==> config.mk <==
export PLATFORM = sky130hd
export DESIGN_NAME = shift_arbiter_flat
export DESIGN_NICKNAME = d
export VERILOG_FILES = /design/src/rtl/shift_arbiter_if.sv /design/src/rtl/shift_arbiter.sv /design/src/flat_wrapper.sv
export SDC_FILE = /design/constraint.sdc
export NUM_CORES = 1
export LEC_CHECK = 0
export ABC_AREA = 0
export CORE_ASPECT_RATIO = 0.7
export CORE_MARGIN = 2
export CORE_UTILIZATION = 47
export DETAILED_ROUTE_END_ITERATION = 16
export MAX_ROUTING_LAYER = met4
export PLACE_DENSITY_LB_ADDON = 0.08
export SETUP_SLACK_MARGIN = 0.15
export SLEW_MARGIN = 20
export SYNTH_ARGS = -nofsm -noshare
export SYNTH_HDL_FRONTEND = slang
export SYNTH_SLANG_ARGS = --single-unit
==> constraint.sdc <==
create_clock -name clk -period 3.89 [get_ports clk]
set_input_delay 1.167 -clock clk [delete_from_list [all_inputs] [get_ports clk]]
set_output_delay 1.167 -clock clk [all_outputs]
set_load 0.1 [all_outputs]
==> src/rtl/shift_arbiter_if.sv <==
// rtl/shift_arbiter_if.sv - requester, shared-shifter and result signals of shift_arbiter
interface shift_arbiter_if;
    logic       req0;
    logic [7:0] d0;
    logic [2:0] amt0;
    logic       gnt0;
    logic       req1;
    logic [7:0] d1;
    logic [2:0] amt1;
    logic       gnt1;
    logic [7:0] sh_d;
    logic [7:0] sh_n;
    logic [7:0] sh_w;
    logic [7:0] res;
    logic       done0;
    logic       done1;
    logic       busy;

    modport slave (
        input  req0, d0, amt0, req1, d1, amt1, sh_w,
        output gnt0, gnt1, sh_d, sh_n, res, done0, done1, busy
    );

    modport master (
        output req0, d0, amt0, req1, d1, amt1, sh_w,
        input  gnt0, gnt1, sh_d, sh_n, res, done0, done1, busy
    );
endinterface

==> src/rtl/shift_arbiter.sv <==
// rtl/shift_arbiter.sv - round-robin sequencer sharing one slow one-hot left shifter between two requesters
module shift_arbiter #(
    parameter int unsigned SETTLE_CYCLES = 2
) (
    input  logic           clk,
    input  logic           rst_n,
    shift_arbiter_if.slave bus
);
    localparam logic [1:0] ST_IDLE   = 2'd0;
    localparam logic [1:0] ST_SETTLE = 2'd1;
    localparam logic [1:0] ST_DONE   = 2'd2;
    localparam logic [3:0] LAST_CNT  = 4'(SETTLE_CYCLES - 1);

    logic [1:0] state;
    logic [3:0] cnt;
    logic       owner;
    logic       ptr;
    logic       gnt0_q, gnt1_q, done0_q, done1_q, busy_q;
    logic [7:0] sh_d_q, sh_n_q, res_q;

    // Requester 1 wins when it is alone or when the pointer favours it.
    logic       pick1;
    logic [7:0] sel_d;
    logic [2:0] sel_amt;

    assign pick1   = bus.req1 & (~bus.req0 | ptr);
    assign sel_d   = pick1 ? bus.d1 : bus.d0;
    assign sel_amt = pick1 ? bus.amt1 : bus.amt0;

    always_ff @(posedge clk or negedge rst_n) begin
        if (!rst_n) begin
            state   <= ST_IDLE;
            cnt     <= 4'd0;
            owner   <= 1'b0;
            ptr     <= 1'b0;
            gnt0_q  <= 1'b0;
            gnt1_q  <= 1'b0;
            done0_q <= 1'b0;
            done1_q <= 1'b0;
            busy_q  <= 1'b0;
            sh_d_q  <= 8'h00;
            sh_n_q  <= 8'h00;
            res_q   <= 8'h00;
        end else begin
            gnt0_q  <= 1'b0;
            gnt1_q  <= 1'b0;
            done0_q <= 1'b0;
            done1_q <= 1'b0;
            case (state)
                ST_IDLE: begin
                    if (bus.req0 || bus.req1) begin
                        owner  <= pick1;
                        ptr    <= ~pick1;
                        sh_d_q <= sel_d;
                        sh_n_q <= 8'd1 << sel_amt;
                        cnt    <= 4'd0;
                        gnt0_q <= ~pick1;
                        gnt1_q <= pick1;
                        busy_q <= 1'b1;
                        state  <= ST_SETTLE;
                    end
                end
                ST_SETTLE: begin
                    // Shifter inputs have been stable for SETTLE_CYCLES edges here.
                    if (cnt == LAST_CNT) begin
                        res_q   <= bus.sh_w;
                        sh_d_q  <= 8'h00;
                        sh_n_q  <= 8'h00;
                        done0_q <= ~owner;
                        done1_q <= owner;
                        state   <= ST_DONE;
                    end else begin
                        cnt <= cnt + 4'd1;
                    end
                end
                ST_DONE: begin
                    busy_q <= 1'b0;
                    state  <= ST_IDLE;
                end
                default: begin
                    busy_q <= 1'b0;
                    sh_d_q <= 8'h00;
                    sh_n_q <= 8'h00;
                    state  <= ST_IDLE;
                end
            endcase
        end
    end

    assign bus.gnt0  = gnt0_q;
    assign bus.gnt1  = gnt1_q;
    assign bus.done0 = done0_q;
    assign bus.done1 = done1_q;
    assign bus.busy  = busy_q;
    assign bus.sh_d  = sh_d_q;
    assign bus.sh_n  = sh_n_q;
    assign bus.res   = res_q;
endmodule

==> src/flat_wrapper.sv <==
// flat-port wrapper written by rule: the top's interface ports become plain ports
module shift_arbiter_flat 
#(
    parameter int unsigned SETTLE_CYCLES = 2
)
  (clk, rst_n, bus_req0, bus_d0, bus_amt0, bus_req1, bus_d1, bus_amt1, bus_sh_w, bus_gnt0, bus_gnt1, bus_sh_d, bus_sh_n, bus_res, bus_done0, bus_done1, bus_busy);
  shift_arbiter_if bus_i ();
  input  logic clk;
  input  logic rst_n;
  input wire logic [$bits(bus_i.req0)-1:0] bus_req0;
  input wire logic [$bits(bus_i.d0)-1:0] bus_d0;
  input wire logic [$bits(bus_i.amt0)-1:0] bus_amt0;
  input wire logic [$bits(bus_i.req1)-1:0] bus_req1;
  input wire logic [$bits(bus_i.d1)-1:0] bus_d1;
  input wire logic [$bits(bus_i.amt1)-1:0] bus_amt1;
  input wire logic [$bits(bus_i.sh_w)-1:0] bus_sh_w;
  output wire logic [$bits(bus_i.gnt0)-1:0] bus_gnt0;
  output wire logic [$bits(bus_i.gnt1)-1:0] bus_gnt1;
  output wire logic [$bits(bus_i.sh_d)-1:0] bus_sh_d;
  output wire logic [$bits(bus_i.sh_n)-1:0] bus_sh_n;
  output wire logic [$bits(bus_i.res)-1:0] bus_res;
  output wire logic [$bits(bus_i.done0)-1:0] bus_done0;
  output wire logic [$bits(bus_i.done1)-1:0] bus_done1;
  output wire logic [$bits(bus_i.busy)-1:0] bus_busy;
  assign bus_i.req0 = bus_req0;
  assign bus_i.d0 = bus_d0;
  assign bus_i.amt0 = bus_amt0;
  assign bus_i.req1 = bus_req1;
  assign bus_i.d1 = bus_d1;
  assign bus_i.amt1 = bus_amt1;
  assign bus_i.sh_w = bus_sh_w;
  assign bus_gnt0 = bus_i.gnt0;
  assign bus_gnt1 = bus_i.gnt1;
  assign bus_sh_d = bus_i.sh_d;
  assign bus_sh_n = bus_i.sh_n;
  assign bus_res = bus_i.res;
  assign bus_done0 = bus_i.done0;
  assign bus_done1 = bus_i.done1;
  assign bus_busy = bus_i.busy;
  shift_arbiter #(.SETTLE_CYCLES(SETTLE_CYCLES)) u_core (.clk(clk), .rst_n(rst_n), .bus(bus_i));
endmodule
[Word-level counts from Yosys, hierarchy flattened]
Cells that the tools add are included.
Cells by class
  add/sub/neg operators: 1
  eq/ne operators: 6
  shifts and indexed selects: 1
  muxes and demuxes: 23
  bitwise logic cells: 7
  reduce and logical (&&, ||, !) cells: 9
Operator list (number)
  $pmux 8 s3: 2
  $mux 8: 4
  $mux 1: 9
  $mux 4: 2
  $pmux 4 s2: 1
  $reduce_and 2->1: 4
  $shl 1x3->8 const A: 1
  $reduce_and 3->1: 2
  $not 1->1: 5
  $add 4x1->4 const B: 1
  $eq 4x1->1 const B: 1
  $mux 2: 2
  $ne 2x1->1 const B: 2
  $pmux 2 s2: 1
  $mux 3: 1
  $eq 2x1->1 const B: 1
  $eq 2x2->1 const B: 1
  $logic_not 2->1: 1
  $ne 2x2->1 const B: 1
  $pmux 1 s2: 1
  $reduce_bool 2->1: 1
  $and 1x1->1: 1
  $logic_or 1x1->1: 1
  $or 1x1->1: 1
Word-level totals
  register bits: 37
  input port bits: 34
  output and inout bits: 29
  word-level logic and storage cells: 59

[Logic depth before layout (Yosys ltp)]
Gate-level depths: netlist of run 1.
  depth in word-level cells: 7
  depth in mapped cells: 7

[Worst setup path after synthesis of run 1]
No wires, ideal clock.
  path kind: input to register
  start point: input port bus_req0
  end point: register u_core.sh_n_q[1] (netlist: u_core.bus.sh_n[1])
  setup time: 0.122 ns
  data arrival time: 1.974 ns
  path slack: 1.794 ns
  stages: 6
  path buffers: 2
  cells stage by stage: nand2b_1 buf_4 and2_1 clkbuf_1 o21ai_0 a22o_1
Between the ends
  cells in the longest elaborated chain, start to end: 7
  elaborated cells between the ends (all ways): 10
RTL lines
  from (decl): line flat_wrapper.sv:10  | input wire logic [$bits(bus_i.req0)-1:0] bus_req0;
  $not 1->1: line shift_arbiter.sv:26  | assign pick1 = bus.req1 & (~bus.req0 | ptr);
  $or 1x1->1: line shift_arbiter.sv:26
  $and 1x1->1: line shift_arbiter.sv:26
  $mux 3: line shift_arbiter.sv:28  | assign sel_amt = pick1 ? bus.amt1 : bus.amt0;
  $shl 1x3->8: line shift_arbiter.sv:55  | sh_n_q <= 8'd1 << sel_amt;
  $mux 8: line shift_arbiter.sv:51  | if (bus.req0 || bus.req1) begin
  $pmux 8 s3: line shift_arbiter.sv:49  | case (state)
  to (signal assigned): line shift_arbiter.sv:55
  to (decl): line shift_arbiter.sv:19  | logic [7:0] sh_d_q, sh_n_q, res_q;
Several ways; a longest one is shown, not always the timed one. The select of a mux whose other input is x is not followed.
A chain may end at the register's enable or synchronous reset.

[Worst setup path after layout of run 1]
  start point: input port bus_req1
  end point: register u_core.sh_n_q[2] (netlist: u_core.bus.sh_n[2])
Between the ends
  cells in the longest elaborated chain, start to end: 5
  elaborated cells between the ends (all ways): 8
RTL lines
  from (decl): line flat_wrapper.sv:13  | input wire logic [$bits(bus_i.req1)-1:0] bus_req1;
  $and 1x1->1: line shift_arbiter.sv:26
  $mux 3: line shift_arbiter.sv:28
  $shl 1x3->8: line shift_arbiter.sv:55
  $mux 8: line shift_arbiter.sv:51
  $pmux 8 s3: line shift_arbiter.sv:49
Several ways; a longest one is shown, not always the timed one. The select of a mux whose other input is x is not followed.

==> results.yml, run 1 <==
clock_tree:
  cts_tree: "done"
  postCtsHoldBufs: 0
  h-tree-depth: 2
  clock_latency_ns: 0.28
  cts_resized: 0
  clock_path_buffers: 2
  clkTransAtPathRegs_ns: 0.07
  cts_sinks: 37
  cts_made_buffers: 5
  cts_root_buf: "clkbuf_8"
  postCtsSetupBuffers: 0
drt:
  drc_errors: 0
  drt_iter0_markers: 101
  vias: 1322
  wl_per_cell_um: 14.02
  viasPerCell: 5.225
  drt-total-wl_mm: 3.548
  ant_nets: 0
  firstDrtPassIters: 4
worst_hold_path:
  holdPathStages: 1
  holdCritPathClass: "register to register"
global_routing:
  antenna_found_initial: 0
  grt_pass1_vias: 1236
  grt_util_all_layers_pct: 19.90
  grt_pass1_wl_mm: 5.740
  grt_max_degree: 38
  gr-total-overflow: 0
synthesis:
  ys_types: 34
  ys_seq_area_share_pct: 54.86
  synth_edf_count: 0
  syn_inst: 142
  syn_area_per_cell_um2: 11.89
  synth_area_um2: 1688
  synthArstFlopShare_pct: 100.0
  postSynthNetCount: 178
  synth-seq-cells: 37
  yosysWarningCount: 0
  ys.flop_type: "dfrtp_1"
placement:
  globalplace.congestion: 0.8193
  place_hpwl_mm: 2.611
  portBuffers: 62
  place_ws_ns: 0.6433
worst_setup_path:
  critPathMaxStageDelay_ns: 0.67
  r2r_cells: 6
  start_kind: "primary input"
  worstPathMaxFanout: 23
  crit_family: "simple AND/OR/NAND/NOR gates"
  critical-path-slowest-cell: "clkdlybuf4s50_1"
  crit_chain: "clkdlybuf4s50_1 -> nor2_1 -> or3_1 -> a211oi_4 -> a22o_1"
  crit_required_ns: 4.11
  worstSetupPathType: "primary input to register"
  critPathArrivalTime_ns: 3.18
  path_depth: 5
  endpoint_kind: "register"
  cp_num_buf_inv: 1
sta:
  holdWs_ns: 0.4539
  slew_headroom_pct: 34.13
  grt_setup_unrepaired: "no"
  worst_pin_slew_ns: 0.9850
  period_minus_slack_ns: 2.962
  fin_ws_ns: 0.9276
  finalCritPeriodShare_pct: 76.15
  max_freq_mhz: 337.6
  hold_violations: 0
  tns_ns: 0
  finalClockSkew_ns: 0.004957
  drv_slew: 0
  finalSetupViolCount: 0
floorplanning:
  dieArea_um2: 4094
  die_h_um: 54.14
  fp-row-count: 18
  core_um2: 3491
  initial_core_util_pct: 48.35
  die-width_um: 75.63
  ios: 63
status:
  outcome: "complete, no violations"
job:
  drv_cap: 0
layout:
  fin_nets: 238
  antenna_cells: 0
  drive_above_1_share_pct: 13.30
  synthToLayoutAreaGrowth_pct: 40.70
## state kept, by name (all words and copies together) (netlist names)
| signal | cells |
|---|---|
| u_core.bus.res | 8 |
| u_core.bus.sh_d | 8 |
| u_core.bus.sh_n | 8 |
| u_core.cnt | 4 |
| u_core.state | 2 |
| u_core.bus.busy | 1 |
| u_core.bus.done0 | 1 |
| u_core.bus.done1 | 1 |
| u_core.bus.gnt0 | 1 |
| u_core.bus.gnt1 | 1 |
| u_core.owner | 1 |
| u_core.ptr | 1 |
## routing by layer
layer | vias to the layer above | wire length [um] | share of wire, % | global-route usage, %
met5 | - | 0 | 0 | -
met2 | 55 | 1574 | 44 | 28.70
met3 | 5 | 266 | 7.5 | 6.554
met4 | 0 | 27 | 0.76 | 5.556
li1 | 635 | - | - | -
met1 | 627 | 1679 | 47 | 26.99
## layout by cell type (no fill, tap or decap), types with 2 or more instances in the layout
master / n
inv_1: 4
mux2i_1: 10
nand2b_1: 3
ha_1: 2
nand2_1: 6
dfrtp_1: 37
clkdlybuf4s50_1: 54
a21oi_1: 3
a41oi_1: 2
o21ai_0: 7
nand3_1: 6
nor2_1: 8
buf_4: 7
nor3b_1: 2
mux2_2: 8
a22o_1: 4
clkinv_2: 2
and2_1: 2
clkbuf_8: 5
o2bb2ai_1: 12
nand4_1: 3
a21o_1: 2
## cells in the mapped netlist, types with 3 or more instances
cell type	count	area share, %
dfrtp_1	37	55
o2bb2ai_1	12	6.2
mux2i_1	10	5.9
mux2_2	8	5.3
nor2_1	8	1.8
o21ai_0	7	2.1
nand2_1	6	1.3
nand3_1	6	1.8
a22o_1	4	2.1
inv_1	4	0.89
a21oi_1	3	0.89
buf_2	3	0.89
clkbuf_1	3	0.67
nand2b_1	3	1.1
nand4_1	3	1.1
## through the flow
step	cells	cell area, um2	util, %
after global placement	245	2292	65.66
after floorplan	142	1688	-
after CTS	253	2375	68.03
final	253	2375	68.03
after global routing	253	2375	68.03
after detailed placement	245	2292	65.66
## final timing paths
kind                       slack [ns]                             end                      start
max in group asynchronous        2.43  u_core.bus.sh_d[4]$_DFFE_PN0P_                      rst_n
max                              0.93  u_core.bus.sh_n[2]$_DFFE_PN0P_                   bus_req1
max reg2reg                      2.05  u_core.bus.sh_n[2]$_DFFE_PN0P_  u_core.cnt[1]$_DFFE_PN0P_
min in group asynchronous        0.96  u_core.bus.sh_n[0]$_DFFE_PN0P_                      rst_n
min                              0.45      u_core.bus.done0$_DFF_PN0_   u_core.owner$_DFFE_PN0P_
min reg2reg                      0.45      u_core.bus.done0$_DFF_PN0_   u_core.owner$_DFFE_PN0P_
## final cells by class
type,count,area (um2)
fillers,255,1116
flip-flops and latches,37,925.9
multi-input cells,92,690.7
repair buffers,62,598.1
clock buffers,6,72.57
well taps,50,62.56
inverters,4,15.01
clock inverters,2,10.01
## kinds of logic (layout without fill, tap and decap cells)
family          count (synthesis)  after routing  share of synthesized area (%)
simple gates                   38             38                          12.38
flops                          37             37                          54.86
compound gates                 34             34                          15.79
mux                            18             18                          11.27
buf+inv                        13             74                          4.225
fa+ha+maj                       2              2                          1.482
Power of run 1 is not shown: default switching activity piles up to over one toggle a cycle in this logic, so the estimate is an artifact.
==> inputs of run 2 (changes only) <==
--- a/config.mk
+++ b/config.mk
@@ -8,7 +8,7 @@
 export ABC_AREA = 0
 export CORE_ASPECT_RATIO = 0.7
 export CORE_MARGIN = 2
-export CORE_UTILIZATION = 47
+export CORE_UTILIZATION = 39
 export DETAILED_ROUTE_END_ITERATION = 16
 export MAX_ROUTING_LAYER = met4
 export PLACE_DENSITY_LB_ADDON = 0.08
==> constraint.sdc (replaced) <==
create_clock -name clk -period 2.53 [get_ports clk]
set_input_delay 0.759 -clock clk [delete_from_list [all_inputs] [get_ports clk]]
set_output_delay 0.759 -clock clk [all_outputs]
set_load 0.1 [all_outputs]
==> run 2 against run 1 <==
Against the previous run:
- hold slack better by 0.017 ns
- final cell count grew 2.8%
- cell area down 0.74%
- register-to-register slack got worse by 1.3 ns
- critical path depth grew 1
- die area grew 19%
- routed wire length increased by 4.6%
- core utilization down 9.7 points
- flip-flop and latch count did not move
- non-clock buffer count rose by 5
- first-iteration DRC count fell by 7.9%
- critical endpoint is now u_core.ptr$_DFFE_PN0P_
- largest cell class unchanged
==> results.yml, run 2 (synthesized netlist as in run 1, its figures left out) <==
worst_setup_path:
  crit_end: "u_core.ptr$_DFFE_PN0P_"
  rr_startpoint: "u_core.cnt[1]$_DFFE_PN0P_"
  endpoint_kind: "register"
  cp-startpoint: "bus_req0"
  worstPathMaxFanout: 17
  rrSetupSlack_ns: 0.76
  start_kind: "primary input"
  critPathArrivalTime_ns: 2.32
  worstSetupPathType: "primary input to register"
  crit_required_ns: 2.75
  r2r-end: "u_core.bus.sh_n[3]$_DFFE_PN0P_"
  r2r_cells: 7
layout:
  drive_above_1_share_pct: 25.00
  final_common_cell: "dfrtp_1"
  fin_cells: 260
  multi_input_area_um2: 690.7
  fillers: 366
  final_cell_mix: "dfrtp_1 (37), buf_4 (34), clkdlybuf4s50_1 (32)"
  antenna_cells: 0
  synthToLayoutAreaGrowth_pct: 39.66
  final_core_util_pct: 58.33
  fin_nets: 243
  regArea_um2: 925.9
drt:
  vias: 1328
  drc_errors: 0
  viasPerCell: 5.108
  drt_iter0_markers: 93
  drt-total-wl_mm: 3.712
  wl_per_cell_um: 14.28
  ant_nets: 0
  firstDrtPassIters: 4
clock_tree:
  clkTransAtPathRegs_ns: 0.07
  postCtsSetupBuffers: 0
  cts_root_buf: "clkbuf_8"
  cts_made_buffers: 5
  clock_path_buffers: 2
  h-tree-depth: 2
  postCtsHoldBufs: 0
  cts_sinks: 37
  clock_latency_ns: 0.28
  cts_resized: 0
  cts_tree: "done"
floorplanning:
  die_h_um: 59.04
  core_um2: 4041
  ios: 63
  initial_core_util_pct: 41.76
  fp-row-count: 19
  dieArea_um2: 4878
  die-width_um: 82.63
sta:
  finalSetupViolCount: 0
  max_freq_mhz: 476.9
  finalCritPeriodShare_pct: 82.88
  grt_setup_unrepaired: "no"
  hold_violations: 0
  worst_pin_slew_ns: 0.7934
  period_minus_slack_ns: 2.097
  fin_ws_ns: 0.4332
  slew_headroom_pct: 47.10
  tns_ns: 0
  drv_slew: 0
  finalClockSkew_ns: 0.004876
global_routing:
  grt_max_degree: 38
  gr-total-overflow: 0
  grt_util_all_layers_pct: 17.89
  grt_pass1_wl_mm: 6.368
  antenna_found_initial: 0
  grt_pass1_vias: 1344
placement:
  portBuffers: 62
  place_hpwl_mm: 2.784
  dp_cells: 252
  place_ws_ns: 0.1614
  globalplace.congestion: 0.7737
status:
  outcome: "complete, no violations"
worst_hold_path:
  holdCritPathClass: "register to register"
job:
  drv_cap: 0
## run 2: per-stage QoR
stage	hold slack [ns]	cell area, um2
after floorplan	0.4179	1688
after global placement	0.4428	2277
after detailed placement	0.4644	2277
after CTS	0.4667	2357
after global routing	0.5039	2357
final	0.4712	2357
## run 2: area by class of cell
type / instances / area share (%)
flip-flops and latches: 37 / 39.28
well taps: 52 / 2.760
multi-input cells: 92 / 29.30
repair buffers: 67 / 24.63
inverters: 4 / 0.6369
clock buffers: 8 / 3.397
## run 2: worst min path at each step
stage / start / end / slack, ns / cells after the start
global route: u_core.owner$_DFFE_PN0P_ / u_core.bus.done0$_DFF_PN0_ / 0.50 / 1
detailed placement: u_core.owner$_DFFE_PN0P_ / u_core.bus.done0$_DFF_PN0_ / 0.46 / 1
global placement: u_core.owner$_DFFE_PN0P_ / u_core.bus.done0$_DFF_PN0_ / 0.44 / 1
finish: u_core.owner$_DFFE_PN0P_ / u_core.bus.done0$_DFF_PN0_ / 0.47 / 1
CTS: u_core.owner$_DFFE_PN0P_ / u_core.bus.done0$_DFF_PN0_ / 0.47 / 1
floorplan: u_core.owner$_DFFE_PN0P_ / u_core.bus.done0$_DFF_PN0_ / 0.42 / 1
## run 2: per-layer routing
layer  share of wire (%)  vias up  GRT usage (%)
met3                 5.6        4          4.878
met2                  44       48          25.46
met1                  49      634          25.47
li1                    -      642              -
met5                   0        -              -
met4                0.57        0          4.684
## run 2: critical path: stages
cell and delay [ns]:
clkdlybuf4s50_1 0.50, nor2_1 0.07, or3_1 0.46, buf_4 0.26
nor2_1 0.16, a21o_1 0.11
Power of run 2 is left out for the same reason.
==> inputs of run 3 (changes only) <==
==> constraint.sdc (replaced) <==
create_clock -name clk -period 1.9 [get_ports clk]
set_input_delay 0.57 -clock clk [delete_from_list [all_inputs] [get_ports clk]]
set_output_delay 0.57 -clock clk [all_outputs]
set_load 0.1 [all_outputs]
==> run 3 against run 2 <==
Against the previous run:
- count of clock-buffer cells in the layout is 1 lower
- global-route usage increased by 0.94 points
- sequential share of layout area shrank 6.5 points
- clock skew about the same
- cell area grew 20%
- core utilization grew 12 points
- routed wire length increased by 8.8%
- flip-flop and latch count is the same
- via count up 3.2%
- setup slack worse by 0.23 ns
- critical path type unchanged
- largest cell class is now buffers
==> results.yml, run 3 (synthesized netlist as in run 1, its figures left out) <==
drt:
  drc_errors: 0
  ant_nets: 0
  firstDrtPassIters: 4
  drt-total-wl_mm: 4.039
  drt_iter0_markers: 140
  wl_per_cell_um: 15.13
  viasPerCell: 5.135
  vias: 1371
sta:
  max_freq_mhz: 588.9
  drv_slew: 0
  period_minus_slack_ns: 1.698
  finalSetupViolCount: 0
  finalClockSkew_ns: 0.004730
  finalCritPeriodShare_pct: 89.37
  grt_setup_unrepaired: "yes"
  fin_ws_ns: 0.2020
  worst_pin_slew_ns: 0.4670
  hold_violations: 0
  slew_headroom_pct: 68.87
layout:
  antenna_cells: 0
  final_area_um2: 2825
  final_common_cell: "dfrtp_1"
  fin_nets: 250
  synthToLayoutAreaGrowth_pct: 67.38
  drive_above_1_share_pct: 31.16
  final_cell_mix: "dfrtp_1 (37), clkdlybuf4s50_1 (32), buf_12 (30)"
clock_tree:
  clock_path_buffers: 2
  cts_made_buffers: 5
  cts_root_buf: "clkbuf_8"
  clkTransAtPathRegs_ns: 0.07
  cts_tree: "done"
  cts_sinks: 37
  h-tree-depth: 2
  clock_latency_ns: 0.29
floorplanning:
  fp-row-count: 19
  ios: 63
  die_h_um: 59.04
  dieArea_um2: 4878
  die-width_um: 82.63
  initial_core_util_pct: 41.76
  core_um2: 4041
global_routing:
  grt_pass1_vias: 1360
  gr-total-overflow: 0
  grt_pass1_wl_mm: 6.534
  grt_util_all_layers_pct: 18.82
  grt_max_degree: 38
  antenna_found_initial: 0
worst_setup_path:
  critPathArrivalTime_ns: 1.88
  worstPathMaxFanout: 14
  worstSetupPathType: "primary input to register"
  endpoint_kind: "register"
  crit_required_ns: 2.08
  start_kind: "primary input"
job:
  drv_cap: 0
placement:
  placed_area_um2: 2690
  place_ws_ns: -0.1380
  globalplace.congestion: 0.8155
  portBuffers: 62
  place_hpwl_mm: 3.071
status:
  outcome: "complete, no violations"
worst_hold_path:
  holdCritPathClass: "primary input to async pin"
run 3: cell types whose count changed in the layout (fill, tap and decap cells not counted), moves of 2 or more:
cell      delta
buf_12      +30
buf_4       -25
clkbuf_1     -3
clkbuf_8     +2
run 3: critical path: stages:
cell,delay [ns]
clkdlybuf4s50_1,0.50
nor2_1,0.07
or3_4,0.35
buf_4,0.20
a21o_1,0.19
run 3: repair_timing:
| action | 4_1_cts | 5_1_grt |
|---|---|---|
| hold endpoints to repair | 0 | 0 |
| endpoints found under the setup margin | 0 | 23 |
| setup buffers | 0 | 1 |
| resized for setup | 0 | 7 |
| hold buffers | 0 | 0 |
run 3: stage by stage:
| step | utilization, % | hold slack (ns) | instances | TNS, ns |
|---|---|---|---|---|
| after detailed placement | 66.56 | 0.4617 | 257 | -2.067 |
| after floorplan | - | 0.2744 | 142 | 0 |
| after global placement | 66.56 | 0.4476 | 257 | -1.401 |
| final | 69.91 | 0.3212 | 267 | 0 |
| after global routing | 69.91 | 0.3572 | 267 | 0 |
| after CTS | 69.07 | 0.3394 | 265 | 0 |
run 3: final timing paths:
kind,start,slack (ns),end,depth (start not counted)
min reg2reg,u_core.owner$_DFFE_PN0P_,0.46,u_core.bus.done0$_DFF_PN0_,1
max in group asynchronous,rst_n,1.25,u_core.bus.sh_d[3]$_DFFE_PN0P_,2
max,bus_req0,0.20,u_core.owner$_DFFE_PN0P_,5
min in group clk,u_core.owner$_DFFE_PN0P_,0.46,u_core.bus.done0$_DFF_PN0_,1
min,rst_n,0.32,u_core.bus.sh_n[3]$_DFFE_PN0P_,2
max reg2reg,u_core.cnt[1]$_DFFE_PN0P_,0.22,u_core.bus.sh_d[2]$_DFFE_PN0P_,7
run 3: cell type report:
| cell class | count | area [um2] |
|---|---|---|
| tap | 52 | 65.06 |
| inverter | 4 | 15.01 |
| clock buffer | 7 | 96.34 |
| multi-input combinational | 92 | 705.7 |
| sequential | 37 | 925.9 |
| fill | 300 | 1216 |
| timing repair buffer | 74 | 1012 |
| clock inverter | 1 | 5.005 |
run 3: metal layers:
metal / up-vias / track usage [%] / share of wire [%]
li1: 663 / - / -
met1: 642 / 25.30 / 44
met2: 60 / 26.50 / 47
met3: 6 / 6.860 / 8.6
met4: 0 / 6.323 / 1.2
met5: - / - / 0
Power of run 3 is left out for the same reason.
